--- src/rtl/axis_arb_pkg.sv ---
// Shared state type and round-robin pick helper for axis_rr_arbiter.
package axis_arb_pkg;

  typedef enum logic {IDLE = 1'b0, XFER = 1'b1} arb_state_t;

  localparam int unsigned RR_MAX_PORTS = 32;

  // First set bit of req searching upward from last+1, wrapping at nports; returns last if none.
  function automatic int unsigned rr_pick(input logic [31:0] req,
                                          input int unsigned last,
                                          input int unsigned nports);
    int unsigned cand;
    logic        found;
    rr_pick = last;
    found   = 1'b0;
    for (int unsigned k = 1; k <= RR_MAX_PORTS; k++) begin
      cand = last + k;
      if (cand >= nports) cand = cand - nports;
      if ((k <= nports) && !found && (((req >> cand) & 32'd1) != 32'd0)) begin
        rr_pick = cand;
        found   = 1'b1;
      end
    end
  endfunction

endpackage

--- src/rtl/rr_select.sv ---
// Combinational rotate-priority encoder: picks the next requester after last_i.
module rr_select
  import axis_arb_pkg::*;
#(
  parameter  int NUM_PORTS = 4,
  localparam int PORT_LOG  = $clog2(NUM_PORTS)
) (
  input  logic [NUM_PORTS-1:0] req_i,
  input  logic [PORT_LOG-1:0]  last_i,
  output logic [PORT_LOG-1:0]  idx_o,
  output logic                 any_o
);

  if (NUM_PORTS < 2 || NUM_PORTS > RR_MAX_PORTS) begin : g_bad_ports
    $error("rr_select: NUM_PORTS must be in 2..32");
  end

  logic [31:0] reqWide;
  int unsigned pick;

  always_comb begin
    reqWide = 32'(req_i);
    pick    = rr_pick(reqWide, 32'(last_i), 32'(NUM_PORTS));
    idx_o   = PORT_LOG'(pick);
    any_o   = |req_i;
  end

endmodule

--- src/rtl/axis_rr_arbiter.sv ---
// Packet-granular round-robin AXI-Stream arbiter/mux, one grant held until TLAST.
// Optional AXIS_ARB_TID_TAG_EN: M_AXIS_TID carries the source port index instead of S_AXIS_TID.
module axis_rr_arbiter
  import axis_arb_pkg::*;
#(
  parameter  int NUM_PORTS  = 4,
  parameter  int DATA_WIDTH = 32,
  parameter  int USER_WIDTH = 8,
  parameter  int ID_WIDTH   = 4,
  localparam int PORT_LOG   = $clog2(NUM_PORTS),
  localparam int KEEP_WIDTH = DATA_WIDTH / 8
) (
  input  logic                             CLK,
  input  logic                             RST,
  input  logic [NUM_PORTS-1:0]             S_AXIS_TVALID,
  output logic [NUM_PORTS-1:0]             S_AXIS_TREADY,
  input  logic [NUM_PORTS*DATA_WIDTH-1:0]  S_AXIS_TDATA,
  input  logic [NUM_PORTS*KEEP_WIDTH-1:0]  S_AXIS_TKEEP,
  input  logic [NUM_PORTS*USER_WIDTH-1:0]  S_AXIS_TUSER,
  input  logic [NUM_PORTS*ID_WIDTH-1:0]    S_AXIS_TID,
  input  logic [NUM_PORTS-1:0]             S_AXIS_TLAST,
  output logic                             M_AXIS_TVALID,
  input  logic                             M_AXIS_TREADY,
  output logic [DATA_WIDTH-1:0]            M_AXIS_TDATA,
  output logic [KEEP_WIDTH-1:0]            M_AXIS_TKEEP,
  output logic [USER_WIDTH-1:0]            M_AXIS_TUSER,
  output logic [ID_WIDTH-1:0]              M_AXIS_TID,
  output logic                             M_AXIS_TLAST,
  output logic [NUM_PORTS-1:0]             GRANT,
  output logic                             BUSY
);

  if (DATA_WIDTH % 8 != 0) begin : g_bad_width
    $error("axis_rr_arbiter: DATA_WIDTH must be a multiple of 8");
  end

  arb_state_t          state_q, state_d;
  logic [PORT_LOG-1:0] grantIdx_q, grantIdx_d;
  logic [PORT_LOG-1:0] lastGrant_q, lastGrant_d;
  logic [PORT_LOG-1:0] pickIdx;
  logic                pickAny;
  logic                xfer;

  logic [DATA_WIDTH-1:0] sData [NUM_PORTS];
  logic [KEEP_WIDTH-1:0] sKeep [NUM_PORTS];
  logic [USER_WIDTH-1:0] sUser [NUM_PORTS];

  for (genvar i = 0; i < NUM_PORTS; i++) begin : g_slice
    assign sData[i] = S_AXIS_TDATA[i*DATA_WIDTH +: DATA_WIDTH];
    assign sKeep[i] = S_AXIS_TKEEP[i*KEEP_WIDTH +: KEEP_WIDTH];
    assign sUser[i] = S_AXIS_TUSER[i*USER_WIDTH +: USER_WIDTH];
  end

  rr_select #(
    .NUM_PORTS(NUM_PORTS)
  ) u_rr_select (
    .req_i (S_AXIS_TVALID),
    .last_i(lastGrant_q),
    .idx_o (pickIdx),
    .any_o (pickAny)
  );

  // Arbitration happens only in IDLE, which costs one bubble cycle per packet.
  always_comb begin
    state_d     = state_q;
    grantIdx_d  = grantIdx_q;
    lastGrant_d = lastGrant_q;
    case (state_q)
      IDLE: begin
        if (pickAny) begin
          grantIdx_d = pickIdx;
          state_d    = XFER;
        end
      end
      XFER: begin
        if (M_AXIS_TVALID && M_AXIS_TREADY && M_AXIS_TLAST) begin
          lastGrant_d = grantIdx_q;
          state_d     = IDLE;
        end
      end
      default: state_d = IDLE;
    endcase
  end

  always_ff @(posedge CLK) begin
    if (RST) begin
      state_q     <= IDLE;
      grantIdx_q  <= '0;
      lastGrant_q <= PORT_LOG'(NUM_PORTS - 1);
    end else begin
      state_q     <= state_d;
      grantIdx_q  <= grantIdx_d;
      lastGrant_q <= lastGrant_d;
    end
  end

  always_comb begin
    xfer          = (state_q == XFER);
    M_AXIS_TVALID = xfer && S_AXIS_TVALID[grantIdx_q];
    M_AXIS_TDATA  = sData[grantIdx_q];
    M_AXIS_TKEEP  = sKeep[grantIdx_q];
    M_AXIS_TUSER  = sUser[grantIdx_q];
    M_AXIS_TLAST  = S_AXIS_TLAST[grantIdx_q];
    S_AXIS_TREADY = '0;
    GRANT         = '0;
    for (int i = 0; i < NUM_PORTS; i++) begin
      GRANT[i]         = xfer && (grantIdx_q == PORT_LOG'(i));
      S_AXIS_TREADY[i] = xfer && (grantIdx_q == PORT_LOG'(i)) && M_AXIS_TREADY;
    end
    BUSY = xfer;
  end

`ifdef AXIS_ARB_TID_TAG_EN
  if (ID_WIDTH < PORT_LOG) begin : g_bad_tid
    $error("axis_rr_arbiter: ID_WIDTH too small to carry the port tag");
  end

  logic unusedTid;
  assign unusedTid  = ^S_AXIS_TID;
  assign M_AXIS_TID = ID_WIDTH'(grantIdx_q);
`else
  logic [ID_WIDTH-1:0] sId [NUM_PORTS];

  for (genvar i = 0; i < NUM_PORTS; i++) begin : g_tid_slice
    assign sId[i] = S_AXIS_TID[i*ID_WIDTH +: ID_WIDTH];
  end

  assign M_AXIS_TID = sId[grantIdx_q];
`endif

endmodule

--- config.mk ---
export PLATFORM = sky130hd
export DESIGN_NAME = axis_rr_arbiter
export DESIGN_NICKNAME = d
export VERILOG_FILES = /design/src/rtl/axis_arb_pkg.sv /design/src/rtl/rr_select.sv /design/src/rtl/axis_rr_arbiter.sv
export SDC_FILE = /design/constraint.sdc
export NUM_CORES = 1
export LEC_CHECK = 0
export BUFFER_PORTS_ARGS = -buffer_cell sky130_fd_sc_hd__buf_2
export CORE_AREA = 2 2 100 102
export CTS_CLUSTER_DIAMETER = 40
export CTS_CLUSTER_SIZE = 16
export DETAILED_ROUTE_END_ITERATION = 7
export DIE_AREA = 0 0 102 104
export SLEW_MARGIN = 20
export SYNTH_ARGS = -nofsm -noshare
export SYNTH_HDL_FRONTEND = slang
export SYNTH_SLANG_ARGS = --single-unit
export TNS_END_PERCENT = 1
--- constraint.sdc ---
create_clock -name CLK -period 3.83 [get_ports CLK]
set_clock_uncertainty 0.05 [all_clocks]
set_input_delay 0.5745 -clock CLK [delete_from_list [all_inputs] [get_ports CLK]]
set_output_delay 0.5745 -clock CLK [all_outputs]
set_load 0.03 [all_outputs]
==> summary.txt, run 1 <==
STA
  – FMAX: 0.368 GHz
  – Setup ws final: 1.11 ns
  – Setup TNS: 0 ns
  – Final Hold Fails: 0
  – RSZ-0062 raised after global routing: false
  – Fin crit period: 2.72 ns
  – Slew Viols, Final: 0
  – Max-slew headroom: 33.8%
  – Final setup vio count: 0
  – Final worst-path cycle share: 71.0%
  – Least-Margin Pin Slew: 0.993 ns

Route
  – Post-DR wirelength/cell: 15.8 um
  – DRT antenna net count: 0
  – Via/cell ratio: 4.49
  – Vias: 2321
  – Initial DRC count: 59
  – DRC violations left: 0
  – Drt first pass iters: 4
  – Routed WL: 8150 um

Clock tree
  – Sink Count: 5
  – CTS tree: done
  – Hold-fix buffers at CTS: 0
  – Post-CTS Setup Inserts: 0
  – CTS max path bufs: 2
  – # H-tree levels: 1
  – Reg clk slew, reported paths: 0.04 ns
  – Root buf cell: clkbuf_8
  – CTS resizes: 0
  – Num CTS Buffers: 3
  – Skew-Pair Late Insertion Delay: 0.22 ns

Floorplan
  – Core area: 9550 um2
  – Top-Level Pins: 262
  – Initial core utilization: 18.4%
  – # rows: 36
  – Die width: 102 um
  – Die area: 10600 um2
  – Chip Height: 104 um

Placement
  – Post-placement setup slack: 1.28 ns
  – Placer's final routability congestion estimate: 0.865
  – Cell Area, Placed: 3180 um2
  – Buffers on Ports: 261
  – Final HPWL DP: 7220 um
  – Placed Instances: 511

Yosys
  – Synthesized Nets: 337
  – Ys flop type: dfxtp_1
  – Syn Std Cell Area: 1750 um2
  – Compound-gate portion of the synthesized area: 6.06%
  – Post-Synth XOR/XNOR Area: 0%
  – Yosys warns: 0
  – Distinct cells, synth: 31
  – Mux contribution to synthesized area: 69.4%
  – Mean Syn Cell Area: 13.6 um2
  – Mapped Cells: 129
  – Post-synth ARST share: 0%
  – Sequential area share after synthesis: 5.71%
  – Synth Register Bits: 5
  – Largest family of logic cells by synthesized area: multiplexers
  – Adder-Cell Fraction of Synth Area: 3.57%
  – Post-Synth Simple-Gate Area: 10.3%
  – Number of flops mapped to enable cells by yosys: 0

Global routing
  – Initial antenna violation count: 2
  – Total GRT Usage: 14.1%
  – Vias in the first global route: 2432
  – First-pass GRT wire length: 11900 um
  – Total grt overflow: 0
  – Largest net degree at the start of global routing: 57

Setup path
  – WP data arrival: 2.09 ns
  – Setup crit end kind: output pin
  – Critical Path Source: grantIdx_q[0]
  – Worst R2R Path Depth: 7
  – Peak fanout along the critical path: 56
  – Worst path required time: 3.21 ns
  – Crit Path Category: reg -> out
  – R2r startpoint: lastGrant_q[0]
  – Startpoint types: flip-flop

Finish
  – Non-filler cells, final: 517
  – Layout cells sized above 1: 86.6%
  – Fillers: 1010
  – Nets: 591
  – Finished Cell Area: 3230 um2
  – Commonest non-fill, non-tap cell in the layout: buf_2
  – Most frequent cells in the layout: 261 x buf_2, 50 x mux4_2, 8 x nor2_1
  – Area growth syn-to-layout: 84.0%

Run status
  – Status: complete, no violations

Power and ir drop
  – Max VDD drop: 0.249 mV
  – Design Power: 0.941 mW
  – Pleak: 1.59 nW
  – Power density over the cells: 291 nW/um2

Hold path
  – Hold WC Path Type: in -> reg
  – Hold_sp: RST
  – Hold path cells: 2

Flow run
  – Max Cap Violations: 0
[metrics by stage]
step / utilization (%) / hold WS, ns
6_report: 33.8 / 0.562
5_1_grt: 33.8 / 0.565
3_5_place_dp: 33.3 / 0.599
4_1_cts: 33.8 / 0.559
3_3_place_gp: 33.3 / 0.593
2_1_floorplan: - / 0.586
[area by class of cell]
class	instances	area [um2]	area share [%]
Antenna cell	2	5.00	0.155
Multi-Input combinational cell	105	1570	48.5
Inverter	5	18.8	0.581
Sequential cell	5	105	3.26
Timing Repair Buffer	263	1320	40.9
Tap cell	133	166	5.16
Clock buffer	4	45.0	1.40
[registers in the layout, indices dropped and copies added (netlist names)]
signal / cells
grantIdx_q: 2
lastGrant_q: 2
BUSY: 1
[critical path, stage by stage (launching register included)]
cell and delay, ns:
dfxtp_4 0.98, mux4_2 0.65, buf_2 0.20
[logic make-up after synthesis]
kind of cell	count (synthesis)
AO/OA/AOI/OAI	10
buffers and inverters	19
multiplexers	58
flip-flops	5
AND/OR/NAND/NOR	32
adder cells (fa/ha/maj)	5
[per-layer routing]
metal	wire length, um	vias up	global-route usage (%)	part of all wire [%]
li1	-	1080	-	-
met1	3130	1112	15.8	38
met2	4290	123	26.6	53
met3	653	6	3.29	8.0
met4	76	0	2.67	0.93
met5	0	-	0	0
[power by group]
part           internal [mW]  switching (mW)  total (mW)
Combinational          0.337           0.395       0.732
Sequential            0.0588          0.0514       0.110
Clock                 0.0715          0.0268      0.0984
Total                  0.468           0.473       0.941
[cell usage after synthesis, drive strengths merged, types with 2 or more instances]
library cell	count	share of area, %
a211o	2	1.0
a21oi	2	0.57
and3	4	1.4
buf	10	3.1
clkbuf	4	0.86
dfxtp	5	5.7
ha	5	3.6
inv	5	1.1
mux2	6	4.1
mux2i	2	1.1
mux4	50	64
nand2	3	0.64
nand3b	3	1.3
nor2	8	1.7
nor3	8	2.6
[worst paths after layout]
path                     endpoint  slack [ns]
setup / recovery  M_AXIS_TUSER[7]        1.11
setup reg to reg    grantIdx_q[0]        1.35
hold reg to reg              BUSY        0.60
hold / removal      grantIdx_q[1]        0.56
Note: power is estimated with default switching activity, not from simulation.
==> run 2: changes to the inputs <==
- CORE_AREA: 2 2 100 102 -> 2 2 103 105
- DIE_AREA: 0 0 102 104 -> 0 0 105 107
- clock period: 3.83 -> 2.3 ns (I/O delays scaled with it)
==> run 2 against run 1 <==
  * Global-route usage is 0.18 points higher
  * Via count grew 2.9%
  * Hold slack worse by 0.22 ns
  * Non-clock buffer count grew 4
  * Critical path depth is 5 higher
  * Clock power is 65% higher
  * Power is 71% higher
  * Critical path type is now reg -> reg
  * Largest power group unchanged
==> summary.txt, run 2 (synthesized netlist as in run 1, its figures left out) <==
Clock tree
  – # H-tree levels: 1 (unchanged)
  – CTS max path bufs: 2 (unchanged)
  – Post-CTS Setup Inserts: 0 (unchanged)
  – Root buf cell: clkbuf_8 (unchanged)
  – Skew-Pair Late Insertion Delay: 0.22 ns (about the same)
  – Sink Count: 5 (unchanged)
  – CTS tree: done (unchanged)
  – Num CTS Buffers: 3 (unchanged)
  – CTS resizes: 0 (unchanged)
  – Hold-fix buffers at CTS: 0 (unchanged)
  – Reg clk slew, reported paths: 0.04 ns (about the same)

Setup path
  – Crit-path cells: inv_1 > ha_1 > mux2_2 > a22o_2 > a221oi_2 > mux2i_1 > nand2_1 (was mux4_2 > buf_2)
  – Peak fanout along the critical path: 6 (was 56)
  – Setup crit end kind: flip-flop (was output pin)
  – Startpoint types: flip-flop (unchanged)
  – Crit Path Category: reg -> reg (was reg -> out)
  – Worst path required time: 2.36 ns (was 3.21 ns)
  – WP data arrival: 2.18 ns (was 2.09 ns)
  – Slowest stage cell, crit path: ha_1 (was dfxtp_4)
  – Crit path largest cell delay: 0.41 ns (was 0.98 ns)

Placement
  – Placer's final routability congestion estimate: 0.753 (was 0.865)
  – Buffers on Ports: 261 (unchanged)
  – Final HPWL DP: 7900 um (was 7220 um)
  – Cell Area, Placed: 3240 um2 (was 3180 um2)
  – Post-placement setup slack: 0.201 ns (was 1.28 ns)

Route
  – Drt first pass iters: 4 (unchanged)
  – Post-DR wirelength/cell: 16.9 um (was 15.8 um)
  – Via/cell ratio: 4.57 (was 4.49)
  – Routed WL: 8810 um (was 8150 um)
  – Vias: 2388 (was 2321)
  – DRT antenna net count: 0 (unchanged)
  – Initial DRC count: 80 (was 59)
  – DRC violations left: 0 (unchanged)

Finish
  – Commonest non-fill, non-tap cell in the layout: buf_2 (unchanged)
  – Register area: 105 um2 (unchanged)
  – Nets: 595 (was 591)
  – Finished Cell Area: 3280 um2 (was 3230 um2)
  – Layout cells sized above 1: 86.8% (was 86.6%)
  – Area of the multi-input gates: 1570 um2 (unchanged)
  – Most frequent cells in the layout: 261 x buf_2, 50 x mux4_2, 8 x nor2_1 (unchanged)
  – Final Util: 32.5% (was 33.8%)
  – Area growth syn-to-layout: 87.1% (was 84.0%)
  – Number of diodes: 0 (was 2)
  – Fillers: 1073 (was 1010)

Floorplan
  – Die area: 11200 um2 (was 10600 um2)
  – Chip Height: 107 um (was 104 um)
  – Core area: 10100 um2 (was 9550 um2)
  – Initial core utilization: 17.4% (was 18.4%)
  – Die width: 105 um (was 102 um)
  – # rows: 37 (was 36)
  – Top-Level Pins: 262 (unchanged)

STA
  – Final setup vio count: 0 (unchanged)
  – Least-Margin Pin Slew: 0.402 ns (was 0.993 ns)
  – Final worst-path cycle share: 92.1%
  – RSZ-0062 raised after global routing: false (unchanged)
  – Final Hold Fails: 0 (unchanged)
  – Max-slew headroom: 73.2% (was 33.8%)
  – FMAX: 0.472 GHz
  – Setup ws final: 0.183 ns (was 1.11 ns)
  – Fin crit period: 2.12 ns
  – Setup TNS: 0 ns (unchanged)
  – Slew Viols, Final: 0 (unchanged)

Power and ir drop
  – Int Pwr: 0.803 mW (was 0.468 mW)
  – NetSw: 0.807 mW (was 0.473 mW)
  – Pleak: 1.62 nW (was 1.59 nW)
  – Design Power: 1.61 mW (was 0.941 mW)
  – Gate power share: 83.1% (was 77.8%)
  – Power density over the cells: 491 nW/um2 (was 291 nW/um2)
  – Switch share: 50.1% (was 50.3%)
  – Power share of the sequential group: 6.8% (was 11.7%)
  – Clock power share: 10.1% (was 10.5%)
  – Max VDD drop: 0.266 mV (was 0.249 mV)

Flow run
  – Max Cap Violations: 0 (unchanged)

Global routing
  – Largest net degree at the start of global routing: 32 (was 57)
  – Initial antenna violation count: 1 (was 2)
  – First-pass GRT wire length: 12700 um (was 11900 um)
  – Total GRT Usage: 14.3% (was 14.1%)
  – Total grt overflow: 0 (unchanged)
  – Vias in the first global route: 2460 (was 2432)

Hold path
  – Hold WC Path Type: in -> reg (unchanged)

Run status
  – Status: complete, no violations (unchanged)
-- run 2: cell count changes in the layout (fill, tap and decap cells not counted), sizes merged --
cell	change
buf	+4
diode	-2
-- run 2: area by class of cell --
class / count / area share, %
clock buffers: 4 / 1.37
inverters: 5 / 0.572
multi-input cells: 105 / 47.7
flip-flops and latches: 5 / 3.20
well taps: 136 / 5.18
repair buffers: 267 / 41.9
-- run 2: power by group through the flow --
stage	Sequential [mW]	Clock (mW)	Combinational [mW]
2_1_floorplan	0.108	0	0.909
3_3_place_gp	0.111	0	1.33
3_5_place_dp	0.111	0	1.35
4_1_cts	0.110	0.168	1.35
5_1_grt	0.112	0.176	1.42
6_report	0.110	0.162	1.34
-- run 2: per-layer routing --
metal	global-route usage, %	routed length [um]	up-vias
met5	0	0	-
met4	2.10	108	0
met3	4.26	828	10
met2	24.4	4350	153
met1	18.1	3520	1142
li1	-	-	1083
-- run 2: through the flow --
step | instances | hold WS, ns
6_report | 522 | 0.344
5_1_grt | 522 | 0.330
4_1_cts | 522 | 0.329
3_5_place_dp | 518 | 0.564
3_3_place_gp | 518 | 0.569
2_1_floorplan | 129 | 0.366
-- run 2: worst paths after layout --
kind / cells after the start / from / slack (ns) / endpoint
min: 2 / RST / 0.34 / BUSY
max reg2reg: 7 / lastGrant_q[0] / 0.18 / grantIdx_q[0]
min reg2reg: 2 / lastGrant_q[1] / 0.57 / lastGrant_q[1]
max: 7 / lastGrant_q[0] / 0.18 / grantIdx_q[0]
-- run 2: critical path: cells and delay by family (launching register included) --
kind,cells,cell delay [ns]
AND/OR/NAND/NOR,1,0.06
flip-flops,1,0.31
multiplexers,2,0.58
buffers and inverters,1,0.07
AO/OA/AOI/OAI,2,0.52
adder cells (fa/ha/maj),1,0.41
==> run 3: changes to the inputs <==
- CORE_AREA: 2 2 103 105 -> 2 2 102 104
- DIE_AREA: 0 0 105 107 -> 0 0 104 106
- SYNTH_HIERARCHICAL: not set -> 1
==> run 3 against run 2 <==
  * Worst setup slack got worse by 0.0054 ns
  * Global-route usage is 1.9 points higher
  * Power is 5.3% higher
  * Final area rose by 0.95%
  * Count of clock-buffer cells in the layout did not move
==> summary.txt, run 3 <==
Run status
  – Status: complete, no violations (unchanged)

Route
  – DRT antenna net count: 0 (unchanged)
  – DRC violations left: 0 (unchanged)
  – Via/cell ratio: 4.59 (was 4.57)
  – Post-DR wirelength/cell: 18.1 um (was 16.9 um)
  – Drt first pass iters: 4 (unchanged)
  – Routed WL: 9560 um (was 8810 um)
  – Initial DRC count: 80 (unchanged)
  – Vias: 2428 (was 2388)

Yosys
  – Sequential area share after synthesis: 5.56% (was 5.71%)
  – Top cell type by total area after synthesis: mux4_2 (unchanged)
  – Distinct cells, synth: 33 (was 31)
  – Synthesized Nets: 341 (was 337)
  – Count leader, synth: mux4_2 (unchanged)
  – Syn Std Cell Area: 1800 um2 (was 1750 um2)
  – Post-synth ARST share: 0% (unchanged)
  – Synth cell count leaders: 50 x mux4_2, 14 x nor2_1, 9 x mux2i_1, 7 x buf_2, 6 x buf_6 (was 50 x mux4_2, 8 x nor2_1, 7 x buf_2, 7 x nor3_1)
  – Main area contributors after synthesis: mux4_2 62%, dfxtp_1 5.6%, mux2i_1 5.0% (was mux4_2 64%, dfxtp_1 5.7%, ha_1 3.6%)
  – Number of flops mapped to enable cells by yosys: 0 (unchanged)
  – Ys flop type: dfxtp_1 (unchanged)
  – Mapped Cells: 133 (was 129)
  – Synth Register Bits: 5 (unchanged)
  – Yosys warns: 6 (was 0)
  – Yosys top cell area share: 62.5% (was 64.2%)
  – Mean Syn Cell Area: 13.5 um2 (was 13.6 um2)

Setup path
  – Slowest stage cell, crit path: dfxtp_1 (was ha_1)
  – Crit-path cells: buf_4 > mux2i_1 > a2bb2oi_2 > or3b_1 > o22a_1 > mux2i_1 > nor2_1 (was inv_1 > ha_1 > mux2_2 > a22o_2 > a221oi_2 > mux2i_1 > nand2_1)
  – Worst path required time: 2.36 ns (about the same)
  – Peak fanout along the critical path: 7 (was 6)
  – Crit Path Category: reg -> reg (unchanged)
  – Crit path largest cell delay: 0.47 ns (was 0.41 ns)
  – Setup crit end kind: flip-flop (unchanged)
  – Family with the most delay on the worst path: flip-flops (was multiplexers)
  – Startpoint types: flip-flop (unchanged)
  – WP data arrival: 2.19 ns (was 2.18 ns)
  – Most frequent CP cell: mux2i_1
  – Critical path buffers and inverters: 1 (unchanged)

Floorplan
  – Die area: 11000 um2 (was 11200 um2)
  – Chip Height: 106 um (was 107 um)
  – # rows: 37 (unchanged)
  – Die width: 104 um (was 105 um)
  – Core area: 10000 um2 (was 10100 um2)
  – Top-Level Pins: 262 (unchanged)
  – Initial core utilization: 18.0% (was 17.4%)

Clock tree
  – CTS max path bufs: 2 (unchanged)
  – CTS tree: done (unchanged)
  – Post-CTS Setup Inserts: 0 (unchanged)
  – CTS resizes: 0 (unchanged)
  – # H-tree levels: 1 (unchanged)
  – Sink Count: 5 (unchanged)
  – Reg clk slew, reported paths: 0.04 ns (about the same)
  – Skew-Pair Late Insertion Delay: 0.23 ns (was 0.22 ns)
  – Num CTS Buffers: 3 (unchanged)
  – Hold-fix buffers at CTS: 0 (unchanged)
  – Root buf cell: clkbuf_8 (unchanged)

Global routing
  – Total grt overflow: 0 (unchanged)
  – First-pass GRT wire length: 13800 um (was 12700 um)
  – Largest net degree at the start of global routing: 37 (was 32)
  – Vias in the first global route: 2419 (was 2460)
  – Total GRT Usage: 16.1% (was 14.3%)
  – Initial antenna violation count: 4 (was 1)

Power and ir drop
  – Pleak: 1.63 nW (was 1.62 nW)
  – Max VDD drop: 0.323 mV (was 0.266 mV)
  – Power density over the cells: 512 nW/um2 (was 491 nW/um2)

Finish
  – Finished Cell Area: 3310 um2 (was 3280 um2)
  – Layout cells sized above 1: 84.7% (was 86.8%)
  – Nets: 600 (was 595)
  – Area growth syn-to-layout: 83.9% (was 87.1%)
  – Fillers: 1050 (was 1073)
  – Most frequent cells in the layout: 261 x buf_2, 50 x mux4_2, 14 x nor2_1 (was 261 x buf_2, 50 x mux4_2, 8 x nor2_1)
  – Commonest non-fill, non-tap cell in the layout: buf_2 (unchanged)

STA
  – Slew Viols, Final: 0 (unchanged)
  – Final worst-path cycle share: 92.3% (was 92.1%)
  – RSZ-0062 raised after global routing: false (unchanged)
  – Final Hold Fails: 0 (unchanged)
  – Least-Margin Pin Slew: 0.391 ns (was 0.402 ns)
  – Final setup vio count: 0 (unchanged)
  – Max-slew headroom: 73.7% (was 73.2%)
  – Hold Slack: 0.329 ns (was 0.344 ns)
  – FMAX: 0.471 GHz (was 0.472 GHz)
  – Setup TNS: 0 ns (unchanged)
  – Fin crit period: 2.12 ns (about the same)

Placement
  – Cell Area, Placed: 3260 um2 (was 3240 um2)
  – Placer's final routability congestion estimate: 0.974 (was 0.753)
  – Final HPWL DP: 8630 um (was 7900 um)
  – Buffers on Ports: 261 (unchanged)

Flow run
  – Max Cap Violations: 0 (unchanged)

Hold path
  – Hold WC Path Type: in -> reg (unchanged)
[run 3: cell count changes after synthesis, sizes merged, moves of 4 or more]
cell	change
nor2	+6
mux2i	+7
clkbuf	-4
nor3	-6
mux2	-5
[run 3: where the power goes]
group	internal, mW	total (mW)	switching, mW	leakage (nW)
registers	0.0992	0.136	0.0366	0.0423
clock network	0.119	0.167	0.0478	0.0228
logic	0.629	1.39	0.763	1.56
total	0.848	1.70	0.848	1.63
[run 3: logic make-up after synthesis]
family                   after synthesis  synth area share (%)
multiplexers                          60                  68.3
flip-flops                             5                  5.56
buffers and inverters                 16                  6.32
XOR/XNOR                               1                 0.486
AND/OR/NAND/NOR                       37                  11.6
adder cells (fa/ha/maj)                5                  3.47
AO/OA/AOI/OAI                          9                  4.24
[run 3: stage by stage]
step / utilization [%] / setup slack [ns] / total power, mW / cells
5_1_grt: 33.1 / 0.0137 / 1.79 / 528
6_report: 33.1 / 0.177 / 1.70 / 529
3_3_place_gp: 32.6 / 0.235 / 1.52 / 523
2_1_floorplan: - / 0.295 / 1.11 / 133
4_1_cts: 33.1 / 0.158 / 1.71 / 527
3_5_place_dp: 32.6 / 0.172 / 1.53 / 523
[run 3: path summary, 6_finish.rpt]
| check | start | to | slack (ns) | cells past startpoint |
|---|---|---|---|---|
| worst min register to register | lastGrant_q[1] | lastGrant_q[1] | 0.57 | 2 |
| worst min-delay path | RST | grantIdx_q[0] | 0.33 | 2 |
| worst max-delay path | lastGrant_q[0] | grantIdx_q[1] | 0.18 | 7 |
| worst max register to register | lastGrant_q[0] | grantIdx_q[1] | 0.18 | 7 |
[run 3: area by class of cell]
cell class | instances | area [um2] | share of cell area [%]
clock buffers | 4 | 45.0 | 1.36
flip-flops and latches | 5 | 105 | 3.17
multi-input cells | 112 | 1590 | 47.9
repair buffers | 267 | 1390 | 41.9
diodes | 2 | 5.00 | 0.151
well taps | 136 | 170 | 5.14
inverters | 3 | 11.3 | 0.340
[run 3: metal layers]
layer	routed length [um]	track usage, %	part of all wire [%]	up-vias
met3	958	6.19	10	14
met2	4360	25.3	46	130
met4	131	3.28	1.4	4
met1	4080	21.2	43	1185
li1	-	-	-	1095
met5	25	0	0.26	-
